### src/rtl/fifo_pkg.sv
// fifo_pkg: shared helpers for the single-clock FIFO family.
//   fifo_clog2      - ceil(log2(n)), used to size addresses from a depth
//   fifo_depth      - DEPTH derivation from ADDR_WIDTH (2**ADDR_WIDTH)
//   fifo_params_ok  - legality of the almost-full / almost-empty levels
//   fifo_flags_t    - grouped occupancy flags decoded from the fill count
package fifo_pkg;

  function automatic int fifo_clog2(input int n);
    int r;
    r = 0;
    while ((1 << r) < n) begin
      r = r + 1;
    end
    return r;
  endfunction

  function automatic int fifo_depth(input int addr_width);
    return 1 << addr_width;
  endfunction

  // AFULL_LVL in 1..DEPTH, AEMPTY_LVL in 0..DEPTH-1, and AEMPTY_LVL < AFULL_LVL.
  function automatic bit fifo_params_ok(input int addr_width, input int afull_lvl,
                                        input int aempty_lvl);
    int depth;
    depth = fifo_depth(addr_width);
    return (afull_lvl >= 1) && (afull_lvl <= depth) &&
           (aempty_lvl >= 0) && (aempty_lvl <= depth - 1) &&
           (aempty_lvl < afull_lvl);
  endfunction

  typedef struct packed {
    logic full;
    logic empty;
    logic afull;
    logic aempty;
  } fifo_flags_t;

endpackage

### src/rtl/sync_fifo_mem.sv
// sync_fifo_mem: DEPTH x DATA_WIDTH storage array for sync_fifo_flags.
//   clk    in   write clock (rising edge)
//   we     in   write enable
//   waddr  in   write address
//   wdata  in   write data
//   raddr  in   asynchronous read address
//   rdata  out  mem[raddr], combinational
// The array is deliberately not reset; occupancy is tracked by the pointers.
module sync_fifo_mem
  import fifo_pkg::*;
#(
  parameter int DATA_WIDTH = 8,
  parameter int DEPTH      = 16,
  parameter int AW         = fifo_clog2(DEPTH)
) (
  input  logic                  clk,
  input  logic                  we,
  input  logic [AW-1:0]         waddr,
  input  logic [DATA_WIDTH-1:0] wdata,
  input  logic [AW-1:0]         raddr,
  output logic [DATA_WIDTH-1:0] rdata
);

  logic [DATA_WIDTH-1:0] mem_q [DEPTH];

  always_ff @(posedge clk) begin
    if (we) begin
      mem_q[waddr] <= wdata;
    end
  end

  assign rdata = mem_q[raddr];

endmodule

### src/rtl/sync_fifo_flags.sv
// sync_fifo_flags: single-clock FIFO with fill count, almost-full/almost-empty
// thresholds, sticky overflow/underflow flags and optional first-word-fall-through.
//   CLK        in   clock, rising edge
//   RST        in   synchronous active-high reset
//   W_INC      in   write request, WR_DATA sampled with it
//   WR_DATA    in   write data
//   R_INC      in   read request (FWFT: acknowledge/pop the head word)
//   CLR_ERR    in   clears OVERFLOW / UNDERFLOW (a same-cycle new error wins)
//   RD_DATA    out  read data (registered for FWFT=0, head word for FWFT=1)
//   FULL       out  COUNT == DEPTH
//   EMPTY      out  COUNT == 0
//   AFULL      out  COUNT >= AFULL_LVL
//   AEMPTY     out  COUNT <= AEMPTY_LVL
//   COUNT      out  words stored
//   OVERFLOW   out  sticky: write attempted while FULL
//   UNDERFLOW  out  sticky: read attempted while EMPTY
//
// Handshake: a write is taken on any rising edge where W_INC=1 and FULL=0, a
// read on any rising edge where R_INC=1 and EMPTY=0. Requests are not held or
// retried: a request against FULL/EMPTY is dropped and only raises the sticky
// error flag. Both may be taken in the same cycle.
module sync_fifo_flags
  import fifo_pkg::*;
#(
  parameter int DATA_WIDTH = 8,
  parameter int ADDR_WIDTH = 4,
  parameter int AFULL_LVL  = fifo_depth(ADDR_WIDTH) - 2,
  parameter int AEMPTY_LVL = 2,
  parameter int FWFT       = 0
) (
  input  logic                  CLK,
  input  logic                  RST,
  input  logic                  W_INC,
  input  logic [DATA_WIDTH-1:0] WR_DATA,
  input  logic                  R_INC,
  input  logic                  CLR_ERR,
  output logic [DATA_WIDTH-1:0] RD_DATA,
  output logic                  FULL,
  output logic                  EMPTY,
  output logic                  AFULL,
  output logic                  AEMPTY,
  output logic [ADDR_WIDTH:0]   COUNT,
  output logic                  OVERFLOW,
  output logic                  UNDERFLOW
);

  localparam int DEPTH = fifo_depth(ADDR_WIDTH);

  localparam logic [ADDR_WIDTH:0] DEPTH_C  = (ADDR_WIDTH+1)'(DEPTH);
  localparam logic [ADDR_WIDTH:0] AFULL_C  = (ADDR_WIDTH+1)'(AFULL_LVL);
  localparam logic [ADDR_WIDTH:0] AEMPTY_C = (ADDR_WIDTH+1)'(AEMPTY_LVL);
  localparam logic [ADDR_WIDTH:0] ONE_C    = (ADDR_WIDTH+1)'(1);

  if (!fifo_params_ok(ADDR_WIDTH, AFULL_LVL, AEMPTY_LVL)) begin : g_bad_params
    $error("sync_fifo_flags: illegal AFULL_LVL/AEMPTY_LVL for this ADDR_WIDTH");
  end

  // Pointers carry one extra bit so they wrap modulo 2*DEPTH; only the low
  // ADDR_WIDTH bits address the array.
  logic [ADDR_WIDTH:0] wr_ptr_q, wr_ptr_d;
  logic [ADDR_WIDTH:0] rd_ptr_q, rd_ptr_d;
  logic [ADDR_WIDTH:0] count_q, count_d;
  logic                ovf_q, ovf_d;
  logic                udf_q, udf_d;

  fifo_flags_t           flags;
  logic                  wr_acc;
  logic                  rd_acc;
  logic                  mem_we;
  logic [DATA_WIDTH-1:0] mem_rdata;

  // Flags come only from the registered count, never from the requests.
  always_comb begin
    flags        = '0;
    flags.full   = (count_q == DEPTH_C);
    flags.empty  = (count_q == '0);
    flags.afull  = (count_q >= AFULL_C);
    flags.aempty = (count_q <= AEMPTY_C);
  end

  always_comb begin
    wr_acc = W_INC & ~flags.full;
    rd_acc = R_INC & ~flags.empty;
    // Suppress the array write in the reset cycle so a request there leaves no trace.
    mem_we = wr_acc & ~RST;

    wr_ptr_d = wr_acc ? (wr_ptr_q + ONE_C) : wr_ptr_q;
    rd_ptr_d = rd_acc ? (rd_ptr_q + ONE_C) : rd_ptr_q;

    count_d = count_q;
    case ({wr_acc, rd_acc})
      2'b10:   count_d = count_q + ONE_C;
      2'b01:   count_d = count_q - ONE_C;
      default: count_d = count_q;
    endcase

    // New error event takes priority over a same-cycle clear.
    ovf_d = (W_INC & flags.full)  | (ovf_q & ~CLR_ERR);
    udf_d = (R_INC & flags.empty) | (udf_q & ~CLR_ERR);
  end

  always_ff @(posedge CLK) begin
    if (RST) begin
      wr_ptr_q <= '0;
      rd_ptr_q <= '0;
      count_q  <= '0;
      ovf_q    <= 1'b0;
      udf_q    <= 1'b0;
    end else begin
      wr_ptr_q <= wr_ptr_d;
      rd_ptr_q <= rd_ptr_d;
      count_q  <= count_d;
      ovf_q    <= ovf_d;
      udf_q    <= udf_d;
    end
  end

  sync_fifo_mem #(
    .DATA_WIDTH (DATA_WIDTH),
    .DEPTH      (DEPTH),
    .AW         (ADDR_WIDTH)
  ) u_mem (
    .clk   (CLK),
    .we    (mem_we),
    .waddr (wr_ptr_q[ADDR_WIDTH-1:0]),
    .wdata (WR_DATA),
    .raddr (rd_ptr_q[ADDR_WIDTH-1:0]),
    .rdata (mem_rdata)
  );

  if (FWFT != 0) begin : g_fwft
    // Head word is presented directly; it is meaningful only while EMPTY=0.
    assign RD_DATA = mem_rdata;
  end else begin : g_std
    logic [DATA_WIDTH-1:0] rd_data_q, rd_data_d;

    always_comb begin
      rd_data_d = rd_acc ? mem_rdata : rd_data_q;
    end

    always_ff @(posedge CLK) begin
      if (RST) begin
        rd_data_q <= '0;
      end else begin
        rd_data_q <= rd_data_d;
      end
    end

    assign RD_DATA = rd_data_q;
  end

  assign FULL      = flags.full;
  assign EMPTY     = flags.empty;
  assign AFULL     = flags.afull;
  assign AEMPTY    = flags.aempty;
  assign COUNT     = count_q;
  assign OVERFLOW  = ovf_q;
  assign UNDERFLOW = udf_q;

endmodule

### config.mk
export PLATFORM = sky130hd
export DESIGN_NAME = sync_fifo_flags
export DESIGN_NICKNAME = d
export VERILOG_FILES = /design/src/rtl/fifo_pkg.sv /design/src/rtl/sync_fifo_mem.sv /design/src/rtl/sync_fifo_flags.sv
export SDC_FILE = /design/constraint.sdc
export NUM_CORES = 1
export LEC_CHECK = 0
export CAP_MARGIN = 20
export CORE_ASPECT_RATIO = 1.75
export CORE_MARGIN = 2
export CORE_UTILIZATION = 57
export DETAILED_ROUTE_END_ITERATION = 12
export DONT_BUFFER_PORTS = 1
export PLACE_DENSITY = 0.77
export SLEW_MARGIN = 20
export SYNTH_ARGS = -nofsm -noshare
export SYNTH_HDL_FRONTEND = slang
export SYNTH_HIERARCHICAL = 1
export SYNTH_SLANG_ARGS = --single-unit
### constraint.sdc
create_clock -name CLK -period 2.96 [get_ports CLK]
set_clock_uncertainty 0.1 [all_clocks]
set_input_delay 0.74 -clock CLK [delete_from_list [all_inputs] [get_ports CLK]]
set_output_delay 0.74 -clock CLK [all_outputs]
set_load 0.03 [all_outputs]
* Yosys cells after proc, flatten, opt, wreduce, memory -nomap -nowiden
Memories as Yosys holds them, arrays and structs flattened. A register that Yosys moved wholly into a read port is not among the register bits.
Index checks and enable logic that the tools add are counted.
W data, S select, Z words.
** Word-level totals
- Bits in registers :: 17
- Latch bits :: 0
- RAM bits :: 128
- Memory bits (read-only) :: 0
- Bits of input ports :: 13
- Output and inout bits :: 19
- Logic and storage cells :: 33
- Memories kept :: 1
** Cells by class
- Add/subtract/negate cells :: 4
- $mul :: 0
- Div/mod/pow operators :: 0
- Magnitude comparators :: 2
- Eq/ne operators :: 3
- Shift operators :: 0
- Multiplexer cells :: 3
- Bitwise operators :: 13
- Reduce and logical (&&, ||, !) cells :: 2
** Memories
- u_mem.mem_q :: words 16, width 8, rd ports 1, clocked after memory_dff 1, write ports 1, RTL line sync_fifo_mem.sv:24 : logic [DATA_WIDTH-1:0] mem_q [DEPTH];
** Operators with widths (count)
- $add A5 B1 Y5 const B :: 3
- $pmux W5 S2 :: 1
- $and A1 B1 Y1 :: 7
- $eq A5 B5 Y1 const B :: 1
- $ge A5 B4 Y1 const B :: 1
- $le A5 B2 Y1 const B :: 1
- $logic_not A5 Y1 :: 1
- $sub A5 B1 Y5 const B :: 1
- $not A1 Y1 :: 4
- $eq A2 B1 Y1 const B :: 1
- $eq A2 B2 Y1 const B :: 1
- $mux W1 :: 2
- $or A1 B1 Y1 :: 2
- $reduce_bool A2 Y1 :: 1

* Longest topological paths before layout
- Word-level depth :: 6
- Mapped depth :: 12
- Mapped depth without buffers :: 10

* Modules after synthesis
Netlist, hierarchy kept.
** Modules (own cells, without submodules)
- sync_fifo_mem :: times used 1, cells each 221, area each 4987.3 um^2, sequential area each 3843.7 um^2
- sync_fifo_flags :: times used 1, cells each 128, area each 1174.9 um^2, sequential area each 460.4 um^2

* Least setup slack after synthesis
Ideal clock, no wire load.
- Path type :: register -> register
- Start point :: register count_q[4] (netlist: COUNT[4])
- End point :: register count_q[4] (netlist: COUNT[4])
- Library setup time :: 121 ps
- Data arrival time :: 2920 ps
- Data required time :: 2739 ps
- Setup slack :: -181 ps
- Cell stages (with the launch flop) :: 13
- Buffers on the path :: 2
- Period minus slack after synthesis :: 3141 ps
- Cell sequence :: dfxtp_1 > or3_4 > o31ai_4 > buf_8 > inv_1 > ha_1 > buf_2 > xor2_1 > ha_1 > o21ai_0 > a21oi_1 > o32ai_1 > mux2_2
** On the way
- Word-level cells in the longest chain between the ends :: 5
- Elaborated cells on any way between the ends :: 12
- Classes of those cells :: add/sub (2); eq/ne (3); mux (1); bitwise (4); reduce/logical (2)
** Ends and longest elaborated chain
- start: declaration :: RTL line sync_fifo_flags.sv:62 : logic [ADDR_WIDTH:0] count_q, count_d;
- start signal: assignment :: RTL line sync_fifo_flags.sv:112 : count_q <= count_d;
- $logic_not A5 Y1 * :: RTL line sync_fifo_flags.sv:76 : flags.empty = (count_q == '0);
- $not A1 Y1 * :: RTL line sync_fifo_flags.sv:83 : rd_acc = R_INC & ~flags.empty;
- $and A1 B1 Y1 * :: RTL line sync_fifo_flags.sv:83
- named net rd_acc :: RTL line sync_fifo_flags.sv:68 : logic rd_acc;
- $eq A2 B1 Y1 / $eq A2 B2 Y1 (equally long branches) :: RTL line sync_fifo_flags.sv:91 : case ({wr_acc, rd_acc})
- $pmux W5 S2 / $reduce_bool A2 Y1 (equally long branches)
The timed path passes the listed nets; every way through them passes the cells marked *.
A chain may end at the register's enable or synchronous reset.

* Final worst setup path
Ends and elaborated chain as after synthesis.

==> results.toml <==
[run_status]
outcome = "finished clean"

[worst_hold_path]
hold_class = "in -> reg"
worst_hold_path.num_cells = 1

[critical_path]
critPathLaunchType = "flip-flop"
end_kind = "flip-flop"
critPathKind = "reg -> reg"
rr_worst_depth = 10
worst-endpoint-arrival_ns = 3.07
timing.critical_path.required_ns = 3.16
path_max_fanout = 4
setup.reg_to_reg.worst_slack_ns = 0.09

[logic_synthesis]
synthArstFlopShare_pct = 0
syn_nets = 368
synth_sequential_area_ratio_pct = 69.85
postSynth.topFlopCell = "sky130_fd_sc_hd__edfxtp_1"
ys_seq_elements = 151
synth_top_area_share_pct = 62.38
yosys_warnings = 6
synth.area.top_cells = "sky130_fd_sc_hd__edfxtp_1, sky130_fd_sc_hd__dfxtp_1, sky130_fd_sc_hd__mux4_2"
synth-edff-count = 128
syn_area_sq_um = 6162
synth.lib_cells_used.distinct = 46
post_synth_inst_count = 349
netlist.top_cell.by_area = "sky130_fd_sc_hd__edfxtp_1"
post_synth.cell_area_avg_sq_um = 17.66

[global_routing]
grt_util_all_layers_pct = 23.40
grt_start_max_net_pins = 28
grt-ovfl-total = 0
antenna_violations_before_repair = 0
grt_first_pass_wirelength_mm = 18.88
via_count_of_the_first_global_routing_pass = 3414

[place]
dp.final_hpwl_mm = 8.207
dp.cells = 495
gp_congestion = 0.8005
io_buffer_count = 0
post_detailed_placement_cell_area_sq_um = 6470
post-place-ws_ns = 0.04601

[sta]
setup_ws_ns = 0.08686
max_freq_mhz = 348.1
period_needed_ns = 2.873
holdWs_ns = 0.2852
grt_setup_unrepaired = "false"
setup-tns-final_ns = 0
period_utilisation_layout_pct = 97.07
hold_viol_final = 0
setup_viol_count_final = 0
slew_at_the_pin_closest_to_its_max_slew_limit_ns = 0.7443
timing.final.max_slew_violations = 0
worst_slew_margin_relative_to_its_limit_pct = 50.20

[layout]
stdcell_area_sq_um = 7078
synthToLayoutAreaGrowth_pct = 14.86
drive_gt1_share_pct = 23.93
nFillCells = 687
mostFrequentLayoutCell = "sky130_fd_sc_hd__edfxtp_1"
fin_nets = 403
multi_input_area_sq_um = 1720
final_cell_mix = "sky130_fd_sc_hd__edfxtp_1, sky130_fd_sc_hd__nor2_1, sky130_fd_sc_hd__buf_4, sky130_fd_sc_hd__dfxtp_1"
layout.core_utilization_pct = 66.55
antennaDiodeCount = 0
area_used_by_sequential_logic_in_the_layout_sq_um = 4307
fin_cells = 527

[route]
dr_total_vias = 3247
aggregate_routed_wire_length_mm = 12.52
first_pass_iters = 4
via_per_inst = 6.161
drt_iter0_drc = 243
detail-route-antenna-nets = 0
route.detailed.wl_per_inst_um = 23.76
remaining_design_rule_violation_count = 0

[pwr]
totalPowerFinal_mw = 6.238
power_density_nw_per_um2 = 881.3
power.static_leakage_nw = 2.448
worst_ir_drop_vdd_mv = 0.6856

[clocking]
clk_pin_slew_ns = 0.06
cts_max_level = 4
clock_latency_ns = 0.41
ctsHoldBuffers = 0
cts_num_sinks = 151
clk_root_buffer_cell = "sky130_fd_sc_hd__clkbuf_16"
ctsLongestPathBuffers = 2
cts-buffers-inserted = 17
post-cts-setup-buffers = 0
tritoncts = "done"

[die]
floorplan.die_area_sq_um = 11690
floorplan.initialDensity_pct = 57.94
floorplan.die.height_um = 141.5
rows = 50
design.core.area_sq_um = 10640
floorplan.die.width_um = 82.60
floorplan.io_pins = 32

[job]
maxCapViolCount = 0
[synth_stat cells, types with 3 or more instances]
cell                              number
sky130_fd_sc_hd__a21oi_1               6
sky130_fd_sc_hd__a22oi_1              18
sky130_fd_sc_hd__buf_2                 5
sky130_fd_sc_hd__buf_6                 3
sky130_fd_sc_hd__clkbuf_1              5
sky130_fd_sc_hd__clkdlybuf4s25_2       3
sky130_fd_sc_hd__dfxtp_1              23
sky130_fd_sc_hd__edfxtp_1            128
sky130_fd_sc_hd__ha_1                  6
sky130_fd_sc_hd__inv_1                 7
sky130_fd_sc_hd__mux2i_1              12
sky130_fd_sc_hd__mux4_1               14
sky130_fd_sc_hd__mux4_2               18
sky130_fd_sc_hd__nand2_1              11
sky130_fd_sc_hd__nand3_1               3
sky130_fd_sc_hd__nor2_1               35
sky130_fd_sc_hd__nor2b_1               4
sky130_fd_sc_hd__nor3_1                7
sky130_fd_sc_hd__o21ai_0               3
sky130_fd_sc_hd__xnor2_1               4
sky130_fd_sc_hd__xor2_1                4
[kinds of logic after synthesis]
group	Yosys count	share of synthesized area, %
flip-flops	151	69.85
buffers and inverters	25	2.538
AO/OA/AOI/OAI	40	4.873
AND/OR/NAND/NOR	74	5.705
XOR/XNOR	8	1.137
multiplexers	45	14.68
adder cells (fa/ha/maj)	6	1.218
[critical path, cell delays in order, from the launching register on]
cell and delay (ns):
sky130_fd_sc_hd__dfxtp_2 0.32, sky130_fd_sc_hd__or3_4 0.41, sky130_fd_sc_hd__o31ai_4 0.19, sky130_fd_sc_hd__inv_1 0.11
sky130_fd_sc_hd__ha_1 0.23, sky130_fd_sc_hd__xor2_1 0.16, sky130_fd_sc_hd__ha_1 0.23, sky130_fd_sc_hd__o21ai_0 0.25
sky130_fd_sc_hd__a21oi_1 0.10, sky130_fd_sc_hd__o32ai_2 0.30, sky130_fd_sc_hd__mux2_2 0.37
[final timing paths]
kind | to | from
worst min register to register | rd_ptr_q[0] | rd_ptr_q[0]
worst min-delay path | UNDERFLOW | RST
worst max register to register | COUNT[4] | COUNT[4]
worst max-delay path | COUNT[4] | COUNT[4]
[final cells by class]
type	count	share of cell area (%)
Multi-Input combinational cell	173	24.31
Sequential cell	151	60.84
Tap cell	130	2.298
Timing Repair Buffer	34	3.783
Clock buffer	17	6.010
Inverter	7	0.3712
Clock inverter	15	2.386
[sequential cells by signal, indices dropped and copies added (netlist names)]
name,cells
COUNT,5
OVERFLOW,1
RD_DATA,8
UNDERFLOW,1
rd_ptr_q,4
u_mem/mem_q,128
wr_ptr_q,4
[report_power, final]
group,switching (mW),internal [mW]
logic,0.820,0.661
clock network,0.867,1.26
registers,0.198,2.43
[what timing repair did]
item                       in CTS  in global routing
setup endpoints to repair       0                  1
hold endpoints to repair        0                  0
gates resized for setup         0                  2
[per-layer routing]
layer	global-route usage (%)	share of wire [%]
met4	8.801	2.6
met5	0	0
met2	41.72	56
met3	6.997	4.9
met1	25.44	36
Power figures use the tool's default switching activity.
